File: src/rtl/rr_arbiter16_if.sv
// rr_arbiter16_if: request/grant bundle between the 16 requesters and the
// round-robin arbiter that owns the shared decoded resource.
interface rr_arbiter16_if;
  logic [15:0] req;
  logic        rel;
  logic [15:0] gnt;
  logic [3:0]  gnt_idx;
  logic        gnt_vld;
  logic        tmo;

  // Requester side: raises requests and releases ownership.
  modport master (
    output req,
    output rel,
    input  gnt,
    input  gnt_idx,
    input  gnt_vld,
    input  tmo
  );

  // Arbiter side: samples requests and drives the one-hot select lines.
  modport slave (
    input  req,
    input  rel,
    output gnt,
    output gnt_idx,
    output gnt_vld,
    output tmo
  );
endinterface

File: src/rtl/rr_arbiter16.sv
// rr_arbiter16: 16-way round-robin arbiter with registered one-hot grant.
// Cycle is IDLE (arbitrate) -> GRANT (hold until release/withdrawal) -> GAP
// (one dead cycle) -> IDLE, so ownership never passes directly between two
// requesters. Optional hold-time limit is built when RR_ARB_TIMEOUT_EN is
// defined; otherwise tmo is tied low and MAX_HOLD is not used by the logic.
module rr_arbiter16 #(
  parameter int MAX_HOLD = 64
) (
  input  logic           clk,
  input  logic           rst,
  rr_arbiter16_if.slave  bus
);

  typedef enum logic [1:0] {
    ST_IDLE  = 2'd0,
    ST_GRANT = 2'd1,
    ST_GAP   = 2'd2
  } state_e;

  // Reject an out-of-range hold limit at elaboration time.
  if (MAX_HOLD < 1 || MAX_HOLD > 255) begin : g_bad_max_hold
    $error("rr_arbiter16: MAX_HOLD must be in 1..255");
  end

  state_e      state_q, state_d;
  logic [3:0]  ptr_q, ptr_d;
  logic [3:0]  gnt_idx_q, gnt_idx_d;
  logic        gnt_vld_q, gnt_vld_d;
  logic [15:0] gnt_q, gnt_d;
  logic        tmo_q, tmo_d;

  logic [3:0]  win_idx;
  logic        win_found;
  logic        timeout;

`ifdef RR_ARB_TIMEOUT_EN
  localparam logic [7:0] HOLD_LAST = 8'(MAX_HOLD - 1);

  logic [7:0] hold_q, hold_d;

  // Last GRANT cycle of a grant that has been held MAX_HOLD cycles.
  assign timeout = (state_q == ST_GRANT) && (hold_q == HOLD_LAST);

  // Hold counter: zero on entry to GRANT, counts every GRANT cycle.
  always_comb begin
    hold_d = hold_q;
    if (state_q == ST_IDLE) begin
      hold_d = '0;
    end else if (state_q == ST_GRANT) begin
      hold_d = hold_q + 8'd1;
    end
  end

  // Hold counter register.
  always_ff @(posedge clk) begin
    if (rst) begin
      hold_q <= '0;
    end else begin
      hold_q <= hold_d;
    end
  end
`else
  assign timeout = 1'b0;
`endif

  // Round-robin search: first set request above ptr, wrapping 15 -> 0.
  always_comb begin
    // NOTE: every variable written here gets a default first so no path
    // leaves it unassigned, which would otherwise infer a latch.
    logic [3:0] cand;
    win_idx   = ptr_q;
    win_found = 1'b0;
    cand      = '0;
    for (int i = 1; i <= 16; i++) begin
      cand = ptr_q + 4'(i);
      if (!win_found && bus.req[cand]) begin
        win_idx   = cand;
        win_found = 1'b1;
      end
    end
  end

  // Next-state and registered-output computation.
  always_comb begin
    state_d   = state_q;
    ptr_d     = ptr_q;
    gnt_idx_d = gnt_idx_q;
    tmo_d     = 1'b0;

    unique case (state_q)
      ST_IDLE: begin
        if (win_found) begin
          gnt_idx_d = win_idx;
          ptr_d     = win_idx;
          state_d   = ST_GRANT;
        end
      end
      ST_GRANT: begin
        if (bus.rel || !bus.req[gnt_idx_q] || timeout) begin
          state_d = ST_GAP;
          // An explicit release wins over a coincident timeout.
          tmo_d   = timeout && !bus.rel;
        end
      end
      ST_GAP: begin
        state_d = ST_IDLE;
      end
      default: begin
        state_d = ST_IDLE;
      end
    endcase

    gnt_vld_d = (state_d == ST_GRANT);
    gnt_d     = gnt_vld_d ? (16'd1 << gnt_idx_d) : 16'd0;
  end

  // State and output registers; ptr resets to 15 so requester 0 leads.
  always_ff @(posedge clk) begin
    // NOTE: sequential state uses non-blocking assignments so every flop
    // samples the pre-edge values regardless of statement order.
    if (rst) begin
      state_q   <= ST_IDLE;
      ptr_q     <= 4'd15;
      gnt_idx_q <= '0;
      gnt_vld_q <= 1'b0;
      gnt_q     <= '0;
      tmo_q     <= 1'b0;
    end else begin
      state_q   <= state_d;
      ptr_q     <= ptr_d;
      gnt_idx_q <= gnt_idx_d;
      gnt_vld_q <= gnt_vld_d;
      gnt_q     <= gnt_d;
      tmo_q     <= tmo_d;
    end
  end

  assign bus.gnt     = gnt_q;
  assign bus.gnt_idx = gnt_idx_q;
  assign bus.gnt_vld = gnt_vld_q;
`ifdef RR_ARB_TIMEOUT_EN
  assign bus.tmo     = tmo_q;
`else
  assign bus.tmo     = 1'b0;
`endif

endmodule

File: src/flat_wrapper.sv
// flat-port wrapper written by rule: the top's interface ports become plain ports
module rr_arbiter16_flat 
#(
  parameter int MAX_HOLD = 64
)
  (clk, rst, bus_req, bus_rel, bus_gnt, bus_gnt_idx, bus_gnt_vld, bus_tmo);
  rr_arbiter16_if bus_i ();
  input  logic clk;
  input  logic rst;
  input wire logic [$bits(bus_i.req)-1:0] bus_req;
  input wire logic [$bits(bus_i.rel)-1:0] bus_rel;
  output wire logic [$bits(bus_i.gnt)-1:0] bus_gnt;
  output wire logic [$bits(bus_i.gnt_idx)-1:0] bus_gnt_idx;
  output wire logic [$bits(bus_i.gnt_vld)-1:0] bus_gnt_vld;
  output wire logic [$bits(bus_i.tmo)-1:0] bus_tmo;
  assign bus_i.req = bus_req;
  assign bus_i.rel = bus_rel;
  assign bus_gnt = bus_i.gnt;
  assign bus_gnt_idx = bus_i.gnt_idx;
  assign bus_gnt_vld = bus_i.gnt_vld;
  assign bus_tmo = bus_i.tmo;
  rr_arbiter16 #(.MAX_HOLD(MAX_HOLD)) u_core (.clk(clk), .rst(rst), .bus(bus_i));
endmodule
File: config.mk
export PLATFORM = sky130hd
export DESIGN_NAME = rr_arbiter16_flat
export DESIGN_NICKNAME = d
export VERILOG_FILES = /design/src/rtl/rr_arbiter16_if.sv /design/src/rtl/rr_arbiter16.sv /design/src/flat_wrapper.sv
export SDC_FILE = /design/constraint.sdc
export NUM_CORES = 1
export LEC_CHECK = 0
export BUFFER_PORTS_ARGS = -buffer_cell sky130_fd_sc_hd__buf_2
export CAP_MARGIN = 20
export CELL_PAD_IN_SITES_DETAIL_PLACEMENT = 2
export CELL_PAD_IN_SITES_GLOBAL_PLACEMENT = 2
export CORE_UTILIZATION = 28
export DETAILED_ROUTE_END_ITERATION = 10
export PLACE_DENSITY_LB_ADDON = 0.08
export SLEW_MARGIN = 20
export SYNTH_ARGS = -nofsm -noshare
export SYNTH_HDL_FRONTEND = slang
export SYNTH_SLANG_ARGS = --single-unit
File: constraint.sdc
create_clock -name clk -period 10.6 [get_ports clk]
set_input_delay 0 -clock clk [delete_from_list [all_inputs] [get_ports clk]]
set_output_delay 0 -clock clk [all_outputs]
set_load 0.02 [all_outputs]
# Word-level counts from Yosys, hierarchy flattened
# Index checks and enable logic that the tools add are counted.
# W data, S select, Z words.
# word_totals
input_bits,19
register_bits,27
output_inout_bits,22
elab_cells,147
# classes
n_mux,71
eq_ne,2
bitwise,1
shift,1
n_reduce_logical,35
order_cmp,17
addsub,15
# ops
operator,n
$lt A4 B5 Y1 const B,17
$mux W4,18
$bmux W1 S4,17
$mux W1,33
$add A4 B4 Y4 const B,8
$add A4 B3 Y4 const B,4
$logic_not A1 Y1,16
$shl A1 B4 Y16 const A,1
$logic_and A1 B1 Y1,15
$add A4 B2 Y4 const B,2
$add A4 B1 Y4 const B,1
$eq A2 B1 Y1 const B,2
$mux W2,2
$pmux W2 S2,1
$logic_not A2 Y1,1
$reduce_and A2 Y1,1
$reduce_or A2 Y1,1
$logic_or A1 B1 Y1,1
$not A1 Y1,1

# Logic depth before layout (Yosys ltp)
# Gate-level depths: netlist (run 1).
# logic_depth
depth_word,54
ltp_mapped,18
mapped_depth_nobuf,11

# Worst setup path before layout (run 1)
# OpenSTA, ideal clock, no wires.
# synth_timing
path_type,register -> register
from,register u_core.ptr_q[0]
to,"register u_core.gnt_q[4], in the netlist u_core.bus.gnt[4]"
path_stages_with_launch,17
period_less_slack_ns,4.057
setup_slack_ns,6.543
required_ns,10.508
setup_time_ns,0.092
n_path_buf,5
arrival_ns,3.965
path_cell_list,dfxtp_1 buf_6 buf_12 bufinv_16 ha_1 buf_6 buf_12 mux2_4 mux4_2 mux2_4 nor3_4 nand2_2 o31ai_4 a2111oi_2 or3b_1 buf_6 nor4_1
# synth_via
elab_chain_len,54
# synth_rtl
element,line,rtl
start: declaration,rr_arbiter16.sv:26,"logic [3:0] ptr_q, ptr_d;"
start signal: assignment,rr_arbiter16.sv:130,ptr_q <= ptr_d;
$add A4 B1 Y4,rr_arbiter16.sv:75,cand = ptr_q + 4'(i);
$bmux W1 S4,rr_arbiter16.sv:76,if (!win_found && bus.req[cand]) begin
$mux W1 (implied by the code),rr_arbiter16.sv:76,
$mux W1,rr_arbiter16.sv:76,
$logic_not A1 Y1,rr_arbiter16.sv:76,
$logic_and A1 B1 Y1,rr_arbiter16.sv:76,
$mux W1,rr_arbiter16.sv:76,
$logic_not A1 Y1,rr_arbiter16.sv:76,
[38 not listed],-,
$logic_not A1 Y1,rr_arbiter16.sv:76,
$logic_and A1 B1 Y1,rr_arbiter16.sv:76,
$mux W1,rr_arbiter16.sv:76,
$mux W2,rr_arbiter16.sv:92,if (win_found) begin
$pmux W2 S2,rr_arbiter16.sv:90,unique case (state_q)
$eq A2 B1 Y1,rr_arbiter16.sv:113,gnt_vld_d = (state_d == ST_GRANT);
$not A1 Y1 (no source line),-,
$reduce_or A2 Y1 (no source line),-,
end signal: assignment,rr_arbiter16.sv:133,gnt_q <= gnt_d;
end: declaration,rr_arbiter16.sv:29,"logic [15:0] gnt_q, gnt_d;"
# Several ways; a longest one is shown, not always the timed one. The select of a mux whose other input is x is not followed.
# A chain may end at the register's enable or synchronous reset.

# Worst setup path after layout (run 1)
# layout_timing
from,register u_core.ptr_q[1]
to,"register u_core.gnt_q[15], in the netlist u_core.bus.gnt[15]"
# The elaborated chain is that of the path after synthesis.

==> out/metrics.yaml, run 1 <==
clock_network:
  cts-buffers-inserted: 3
  clk_pin_slew_ns: 0.08
  ctsHtreeMaxLevel: 1
  root_buffer: "clkbuf_16"
  cts.path.max_buffers: 2
  postCtsResizedCells: 0
  numClockSinks: 27
  insertion_delay_ns: 0.27
  cts_hold_repair.buffers: 0
  cts_tree: "yes"
  cts_setup_buffers: 0
placed_design:
  numPortBuffers: 39
  hpwl_mm: 12.04
  gp_congestion: 0.8716
  dpl_worst_slack_ns: 5.288
route:
  routedWlPerCell_um: 25.66
  drc: 0
  drtIter0Drc: 262
  via_per_inst: 6.106
  firstDrtPassIters: 5
  antenna_left: 0
  vias: 3670
  wl_mm: 15.42
timing:
  timing.fmax_mhz: 188.6
  finalHoldViolations: 0
  finalClockSkew_ns: 0.01154
  worst_slack_ns: 5.297
  rsz0062_at_grt: "no"
  slew-limit-headroom_pct: 36.22
  worst_pin_slew_ns: 0.9531
  holdWs_ns: 0.06523
  drv_slew: 0
  period_needed_ns: 5.303
  setup_tns_ns: 0
  layout_worst_path_cycle_share_pct: 50.03
  setup_violations: 0
floorplanning:
  die_h_um: 122.1
  num_rows: 43
  io-pin-count: 41
  start_util_pct: 28.88
  die_w_um: 122.1
  die-area_um2: 14910
  coreArea_um2: 13990
yosys:
  synth_area_per_cell_um2: 10.18
  synth_fp_nets: 424
  synth_cells: 397
  synth_edf_count: 0
  ys_warn_count: 0
  ys_seq_area_share_pct: 13.38
  ys_ff_latch: 27
  synth_cell_type_count: 91
  synthFlopType: "dfxtp_1"
  synthArstFlopShare_pct: 0
  syn_area_um2: 4040
critical_path:
  crit_path_max_incr_delay_ns: 0.94
  startpoint_type: "register"
  crit_arrival_ns: 5.47
  end_kind: "register"
  cpMaxStageDelayCell: "ha_1"
  crit_type: "reg -> reg"
  r2r_start: "u_core.ptr_q[1]$_SDFFE_PP1P_"
  crit_required_ns: 10.77
  critPathBufInv: 2
  rrSetupSlack_ns: 5.30
  critPathMaxFanout: 29
  cp_top_family: "multiplexers"
  r2r.worst_path.cells: 12
  reg2reg_to: "u_core.bus.gnt[15]$_SDFF_PP0_"
  path_cells: "buf_4, inv_1, ha_1, mux2_2, mux4_2, mux2i_2, nand3_1, o31ai_4, a221oi_1, a2111oi_2, nor3b_2, nor4_1"
finish:
  drive_above_1_share_pct: 31.59
  fin_util_pct: 31.19
  num_antenna_cells: 0
  area_growth_pct: 7.990
  fin_nets: 449
  fill_cells: 1600
grt:
  overflow: 0
  grt_pass1_vias: 3795
  antenna_found_initial: 0
  track_usage_pct: 21.26
  grt_pass1_wl_mm: 23.90
  grt_max_degree: 30
worst_hold_path:
  hold_class: "in -> reg"
  min_to: "u_core.bus.gnt_idx[3]$_SDFF_PP0_"
  hold_path_depth: 2
  worstHoldStart: "rst"
outcome:
  status: "complete, no violations"
job:
  cap_violations: 0
[stage by stage]
step / cells / area [µm²]
final: 601 / 4363
after global routing: 601 / 4363
after CTS: 601 / 4363
after detailed placement: 597 / 4280
after global placement: 597 / 4280
after floorplan: 397 / 4040
[area by class of cell]
type,count,area (µm²),share of cell area (%)
Timing Repair Buffer,44,232.7,5.334
Clock buffer,3,75.07,1.721
Inverter,11,67.56,1.549
Multi-Input combinational cell,335,3214,73.67
Clock inverter,1,7.507,0.1721
Tap cell,180,225.2,5.162
Sequential cell,27,540.5,12.39
[registers in the layout, indices dropped and copies added, names as in the netlist]
signal	count
u_core.ptr_q	4
u_core.state_q	2
u_core.bus.gnt_vld	1
u_core.bus.gnt	16
u_core.bus.gnt_idx	4
[logic make-up after synthesis]
logic type / after synthesis / share of synthesized area (%)
adder cells (fa/ha/maj): 8 / 2.478
flip-flops: 27 / 13.38
AND/OR/NAND/NOR: 127 / 20.04
XOR/XNOR: 12 / 2.973
buffers and inverters: 35 / 7.061
AO/OA/AOI/OAI: 102 / 19.94
other: 1 / 0.09282
multiplexers: 85 / 34.04
[cells in the final DEF (no fill, tap or decap), types with 11 or more instances in the layout]
cell type / n
buf_2: 39
dfxtp_1: 27
mux4_2: 23
mux2i_1: 22
a21oi_1: 21
nor2_1: 21
nor4_1: 17
nand2_1: 16
mux2_2: 15
o21ai_0: 13
nand3_1: 12
nor3_1: 11
[synthesized netlist by cell type, drive strengths merged (3+ instances only)]
cell type / number / area [µm²]
inv: 10 / 37.54
nand2b: 4 / 25.02
buf: 15 / 163.9
a41oi: 3 / 26.28
and3: 7 / 50.05
nor3: 16 / 136.4
xnor2: 9 / 86.34
mux2i: 29 / 325.3
nor4: 18 / 127.6
nand3: 14 / 87.59
a21oi: 22 / 121.4
a311oi: 3 / 26.28
o31ai: 3 / 50.05
a21o: 3 / 22.52
o22ai: 5 / 31.28
nor2: 21 / 78.83
mux4: 33 / 779.5
o21ai: 15 / 82.58
and4: 4 / 36.29
nor3b: 3 / 27.52
a31oi: 5 / 37.53
a211oi: 5 / 47.54
nand2: 17 / 66.32
o211ai: 7 / 52.55
xor2: 3 / 33.79
clkbuf: 9 / 53.81
mux2: 23 / 270.3
dfxtp: 27 / 540.5
nand4: 7 / 56.30
ha: 8 / 100.1
and2: 6 / 38.79
[routing by layer]
| metal | GRT usage (%) | wire [µm] |
|---|---|---|
| met1 | 30.35 | 7480 |
| met3 | 1.170 | 427 |
| met5 | 0 | 0 |
| met2 | 36.16 | 7415 |
| met4 | 2.439 | 100 |
[worst register-to-register path: cells and delay by family (launching register included)]
| family | cells | cell delay, ns |
|---|---|---|
| buf+inv | 2 | 0.67 |
| fa+ha+maj | 1 | 0.94 |
| compound gates | 3 | 1.09 |
| simple gates | 3 | 0.84 |
| mux | 3 | 1.34 |
| flops | 1 | 0.31 |
[worst max path at each step]
stage / from / endpoint / slack [ns] / cells after the start
6_report: u_core.ptr_q[1]$_SDFFE_PP1P_ / u_core.bus.gnt[15]$_SDFF_PP0_ / 5.30 / 12
5_1_grt: u_core.ptr_q[1]$_SDFFE_PP1P_ / u_core.bus.gnt[6]$_SDFF_PP0_ / 4.90 / 11
4_1_cts: u_core.ptr_q[1]$_SDFFE_PP1P_ / u_core.bus.gnt[4]$_SDFF_PP0_ / 5.25 / 12
3_5_place_dp: u_core.ptr_q[1]$_SDFFE_PP1P_ / u_core.bus.gnt[4]$_SDFF_PP0_ / 5.29 / 12
3_3_place_gp: u_core.ptr_q[1]$_SDFFE_PP1P_ / u_core.bus.gnt[4]$_SDFF_PP0_ / 5.40 / 12
2_1_floorplan: u_core.ptr_q[0]$_SDFFE_PP1P_ / u_core.bus.gnt[4]$_SDFF_PP0_ / 6.54 / 16
Power of run 1 is not shown: default switching activity piles up to over one toggle a cycle in this logic, so the estimate is an artifact.
==> inputs of run 2 (changes only) <==
--- a/config.mk
+++ b/config.mk
@@ -5,6 +5,7 @@
 export SDC_FILE = /design/constraint.sdc
 export NUM_CORES = 1
 export LEC_CHECK = 0
+export ABC_AREA = 1
 export BUFFER_PORTS_ARGS = -buffer_cell sky130_fd_sc_hd__buf_2
 export CAP_MARGIN = 20
 export CELL_PAD_IN_SITES_DETAIL_PLACEMENT = 2
==> constraint.sdc (replaced) <==
create_clock -name clk -period 5.2 [get_ports clk]
set_input_delay 0 -clock clk [delete_from_list [all_inputs] [get_ports clk]]
set_output_delay 0 -clock clk [all_outputs]
set_load 0.02 [all_outputs]
==> run 2 against run 1 <==
Effect of this change: clock skew down 0.0067 ns; die area is 26% lower; critical path type unchanged; cell area is 23% lower; synthesized cell count grew 34%; non-clock buffer count is 5 higher; largest cell class unchanged; critical endpoint is now u_core.bus.gnt[11]$_SDFF_PP0_.
==> out/metrics.yaml, run 2 <==
outcome:
  status: "complete, no violations"
grt:
  grt_max_degree: 25
  overflow: 0
  grt_pass1_wl_mm: 20.27
  antenna_found_initial: 0
  track_usage_pct: 23.29
  grt_pass1_vias: 3919
yosys:
  synth_cell_type_count: 39
  synthArstFlopShare_pct: 0
  ys_ff_latch: 27
  synth_edf_count: 0
  synth_top_area_share_pct: 23.34
  syn_area_um2: 2975
  ys_seq_area_share_pct: 18.17
  yosysTopAreaCell: "nand2_1"
  synth_area_per_cell_um2: 5.603
  synthFlopType: "dfxtp_1"
  synth_commonest_cells: "nand2_1, nand3_1, nor2_1"
  synthTopCellsByArea: "nand2_1, dfxtp_1, nand3_1"
  ys_warn_count: 0
  synth_cells: 531
  synth_fp_nets: 558
  synthMostInstantiatedCell: "nand2_1"
route:
  vias: 3586
  wl_mm: 12.20
  drtIter0Drc: 81
  drc: 0
  antenna_left: 0
  via_per_inst: 5.094
  firstDrtPassIters: 4
  routedWlPerCell_um: 17.33
clock_network:
  insertion_delay_ns: 0.28
  cts-buffers-inserted: 3
  cts_setup_buffers: 0
  root_buffer: "clkbuf_8"
  cts.path.max_buffers: 2
  clk_pin_slew_ns: 0.10
  ctsHtreeMaxLevel: 1
  cts_tree: "yes"
  postCtsResizedCells: 0
  numClockSinks: 27
worst_hold_path:
  hold_class: "in -> reg"
critical_path:
  critPathMaxFanout: 13
  crit_path_max_incr_delay_ns: 0.48
  cpMaxStageDelayCell: "ha_1"
  end_kind: "register"
  startpoint_type: "register"
  crit_required_ns: 5.38
  critPathMostFrequentCell: "nand2_1"
  crit_type: "reg -> reg"
  crit_arrival_ns: 4.13
floorplanning:
  coreArea_um2: 10320
  die_h_um: 105.1
  num_rows: 37
  die_w_um: 105.1
  start_util_pct: 28.82
  io-pin-count: 41
  die-area_um2: 11040
job:
  cap_violations: 0
finish:
  instances_no_fill: 704
  largest_register_ffs: 16
  final_cell_mix: "nand2_1, nand3_1, nor2_1"
  fin_nets: 596
  register_area_um2: 540.5
  drive_above_1_share_pct: 16.20
  fin_util_pct: 32.55
  num_antenna_cells: 0
  multi_input_area_um2: 2110
  layout_commonest_cell: "nand2_1"
  area_growth_pct: 12.95
  fill_cells: 1365
timing:
  worst_pin_slew_ns: 0.7090
  timing.fmax_mhz: 253.6
  setup_violations: 0
  period_needed_ns: 3.943
  drv_slew: 0
  slew-limit-headroom_pct: 52.23
  setup_tns_ns: 0
  finalHoldViolations: 0
  rsz0062_at_grt: "no"
  layout_worst_path_cycle_share_pct: 75.82
  finalClockSkew_ns: 0.004821
placed_design:
  numPortBuffers: 39
  gp_congestion: 0.8477
  placedCellCount: 699
  hpwl_mm: 10.33
[run 2: stage by stage]
stage          instance area [µm²]  setup slack, ns  hold WS (ns)
2_1_floorplan                 2975            1.872        0.2101
3_3_place_gp                  3302            1.382        0.2868
3_5_place_dp                  3302            1.260        0.2760
4_1_cts                       3361            1.209       0.05156
5_1_grt                       3361           0.6957       0.07168
6_report                      3361            1.257       0.05507
[run 2: final cells by class]
type	count	share of cell area (%)
multi-input combinational	430	62.77
inverter	58	6.515
clock buffer	3	1.229
clock inverter	1	0.2234
sequential	27	16.08
tap	136	5.063
timing repair buffer	49	8.116
[run 2: worst max-delay path, delay by kind of cell, from the launching register on]
family	cells	cell delay (ns)
AND/OR/NAND/NOR	22	2.26
AO/OA/AOI/OAI	1	0.11
buffers and inverters	4	0.62
flip-flops	1	0.35
adder cells (fa/ha/maj)	1	0.48
[run 2: layer usage]
| metal | GRT usage, % | up-vias | part of all wire [%] |
|---|---|---|---|
| met5 | 0 | - | 0 |
| met4 | 6.439 | 0 | 2.4 |
| met3 | 2.246 | 21 | 3.0 |
| met2 | 41.44 | 55 | 48 |
| met1 | 29.72 | 1729 | 47 |
| li1 | - | 1781 | - |
[run 2: path summary, 6_finish.rpt]
path | from | to | slack [ns] | depth (start not counted)
setup / recovery | u_core.ptr_q[0]$_SDFFE_PP1P_ | u_core.bus.gnt[11]$_SDFF_PP0_ | 1.26 | 28
hold / removal | bus_rel | u_core.state_q[0]$_SDFF_PP0_ | 0.06 | 4
setup reg to reg | u_core.ptr_q[0]$_SDFFE_PP1P_ | u_core.bus.gnt[11]$_SDFF_PP0_ | 1.26 | 28
hold reg to reg | u_core.state_q[1]$_SDFF_PP0_ | u_core.state_q[1]$_SDFF_PP0_ | 0.48 | 1
[run 2: cells by family after synthesis]
group | after synthesis | share of synthesized area, %
AO/OA/AOI/OAI | 42 | 8.579
XOR/XNOR | 9 | 3.154
adder cells (fa/ha/maj) | 8 | 3.364
buffers and inverters | 74 | 10.93
flip-flops | 27 | 18.17
other | 1 | 0.1260
AND/OR/NAND/NOR | 370 | 55.68
[run 2: what timing repair did]
action | in CTS | in global routing
hold buffers | 1 | 0
endpoints found under the setup margin | 0 | 0
endpoints found under the hold margin | 5 | 0
Power of run 2 is left out for the same reason.
==> inputs of run 3 (changes only) <==
==> constraint.sdc (replaced) <==
create_clock -name clk -period 3.9 [get_ports clk]
set_input_delay 0 -clock clk [delete_from_list [all_inputs] [get_ports clk]]
set_output_delay 0 -clock clk [all_outputs]
set_load 0.02 [all_outputs]
==> run 3 against run 2 <==
Effect of this change: clock-buffer cell count did not move; worst hold slack got worse by 0.0053 ns; via count rose by 0.28%; non-clock buffer count rose by 9; sequential share of layout area fell by 0.80 points; clock skew rose by 0.0032 ns; die area did not move; maximum frequency rose by 11%; first-iteration DRC count did not move; register-to-register slack got worse by 0.92 ns; final cell count rose by 1.3%.
==> out/metrics.yaml, run 3 (synthesis gave the netlist of run 2 again) <==
timing:
  finalHoldViolations: 0
  worst_slack_ns: 0.3364
  timing.fmax_mhz: 280.6
  drv_slew: 0
  rsz0062_at_grt: "no"
  layout_worst_path_cycle_share_pct: 91.38
  period_needed_ns: 3.564
  setup_violations: 0
  setup_tns_ns: 0
  finalClockSkew_ns: 0.008036
floorplanning:
  num_rows: 37
  die-area_um2: 11040
  die_w_um: 105.1
  io-pin-count: 41
  coreArea_um2: 10320
  die_h_um: 105.1
  start_util_pct: 28.82
worst_hold_path:
  worstHoldStart: "bus_rel"
  min_to: "u_core.state_q[0]$_SDFF_PP0_"
  hold_path_depth: 4
  hold_class: "in -> reg"
clock_network:
  numClockSinks: 27
  clk_pin_slew_ns: 0.10
  insertion_delay_ns: 0.27
  cts_tree: "yes"
  root_buffer: "clkbuf_8"
  cts.path.max_buffers: 2
  cts-buffers-inserted: 3
  ctsHtreeMaxLevel: 1
finish:
  drive_above_1_share_pct: 19.93
  fill_cells: 1363
  fin_nets: 605
  layout_commonest_cell: "nand2_1"
  largest_register_ffs: 16
  area_growth_pct: 19.39
  final_cell_mix: "nand2_1, nand3_1, inv_1, nor2_1, buf_2"
  num_antenna_cells: 0
route:
  drc: 0
  routedWlPerCell_um: 17.05
  wl_mm: 12.16
  drtIter0Drc: 81
  antenna_left: 0
  firstDrtPassIters: 5
  via_per_inst: 5.043
  vias: 3596
placed_design:
  gp_congestion: 0.8322
  numPortBuffers: 39
  hpwl_mm: 10.13
  dpl_worst_slack_ns: 0.1087
critical_path:
  rrSetupSlack_ns: 0.34
  crit_required_ns: 4.07
  cpMaxStageDelayCell: "dfxtp_1"
  crit_arrival_ns: 3.74
  critPathMaxFanout: 12
  end_kind: "register"
  crit_path_max_incr_delay_ns: 0.38
  r2r.worst_path.cells: 27
  cp_top_family: "simple AND/OR/NAND/NOR gates"
  r2r_start: "u_core.ptr_q[2]$_SDFFE_PP1P_"
  critPathBufInv: 4
  crit_type: "reg -> reg"
  reg2reg_to: "u_core.bus.gnt[9]$_SDFF_PP0_"
  startpoint_type: "register"
  critPathMostFrequentCell: "nand2_1"
grt:
  grt_pass1_vias: 3904
  grt_max_degree: 25
  track_usage_pct: 23.03
  grt_pass1_wl_mm: 20.14
  antenna_found_initial: 0
  overflow: 0
job:
  cap_violations: 0
outcome:
  status: "complete, no violations"
==> run 3: cell types whose count changed in the layout (fill, tap and decap cells not counted), sizes merged <==
cell	change
buf	+9
==> run 3: worst max path at each step <==
| stage | from | to | slack, ns | depth (start not counted) |
|---|---|---|---|---|
| floorplan | u_core.ptr_q[1]$_SDFFE_PP1P_ | u_core.bus.gnt[10]$_SDFF_PP0_ | 0.57 | 30 |
| global placement | u_core.ptr_q[0]$_SDFFE_PP1P_ | u_core.bus.gnt[8]$_SDFF_PP0_ | 0.26 | 29 |
| detailed placement | u_core.ptr_q[0]$_SDFFE_PP1P_ | u_core.bus.gnt[14]$_SDFF_PP0_ | 0.11 | 29 |
| CTS | u_core.ptr_q[0]$_SDFFE_PP1P_ | u_core.bus.gnt[14]$_SDFF_PP0_ | 0.10 | 29 |
| global route | u_core.ptr_q[0]$_SDFFE_PP1P_ | u_core.bus.gnt[12]$_SDFF_PP0_ | 0.004 | 30 |
| finish | u_core.ptr_q[2]$_SDFFE_PP1P_ | u_core.bus.gnt[9]$_SDFF_PP0_ | 0.34 | 27 |
==> run 3: final cells by class <==
type                            count  area (µm²)  area share [%]
Tap cell                          136       170.2           4.790
Timing Repair Buffer               58       375.4           10.57
Inverter                           58       226.5           6.375
Multi-Input combinational cell    430        2188           61.61
Clock inverter                      1       7.507          0.2113
Clock buffer                        3       41.29           1.162
Sequential cell                    27       543.0           15.29
==> run 3: routing by layer <==
metal	wire length (µm)	global-route usage [%]
met3	199	0.9357
met2	6324	43.38
met4	78	3.119
met5	0	0
met1	5558	29.47
==> run 3: worst reg2reg max path: cells and delay by family, from the launching register on <==
family                   cells  cell delay [ns]
flip-flops                   1             0.38
buffers and inverters        4             0.48
AO/OA/AOI/OAI                1             0.10
adder cells (fa/ha/maj)      1             0.20
XOR/XNOR                     1             0.25
AND/OR/NAND/NOR             20             2.07
==> run 3: what timing repair did <==
action	in CTS	in global routing
setup buffers	0	6
gates resized for setup	0	34
hold endpoints to repair	2	0
setup endpoints to repair	0	20
hold buffers	1	0
==> run 3: per-stage QoR <==
step | instance area [µm²] | std cells | hold slack (ns) | utilization [%]
2_1_floorplan | 2975 | 531 | 0.2101 | -
3_3_place_gp | 3324 | 702 | 0.2774 | 32.20
3_5_place_dp | 3324 | 702 | 0.2859 | 32.20
4_1_cts | 3383 | 707 | 0.04824 | 32.77
5_1_grt | 3552 | 713 | 0.08821 | 34.41
6_report | 3552 | 713 | 0.04981 | 34.41
Power of run 3 is left out for the same reason.
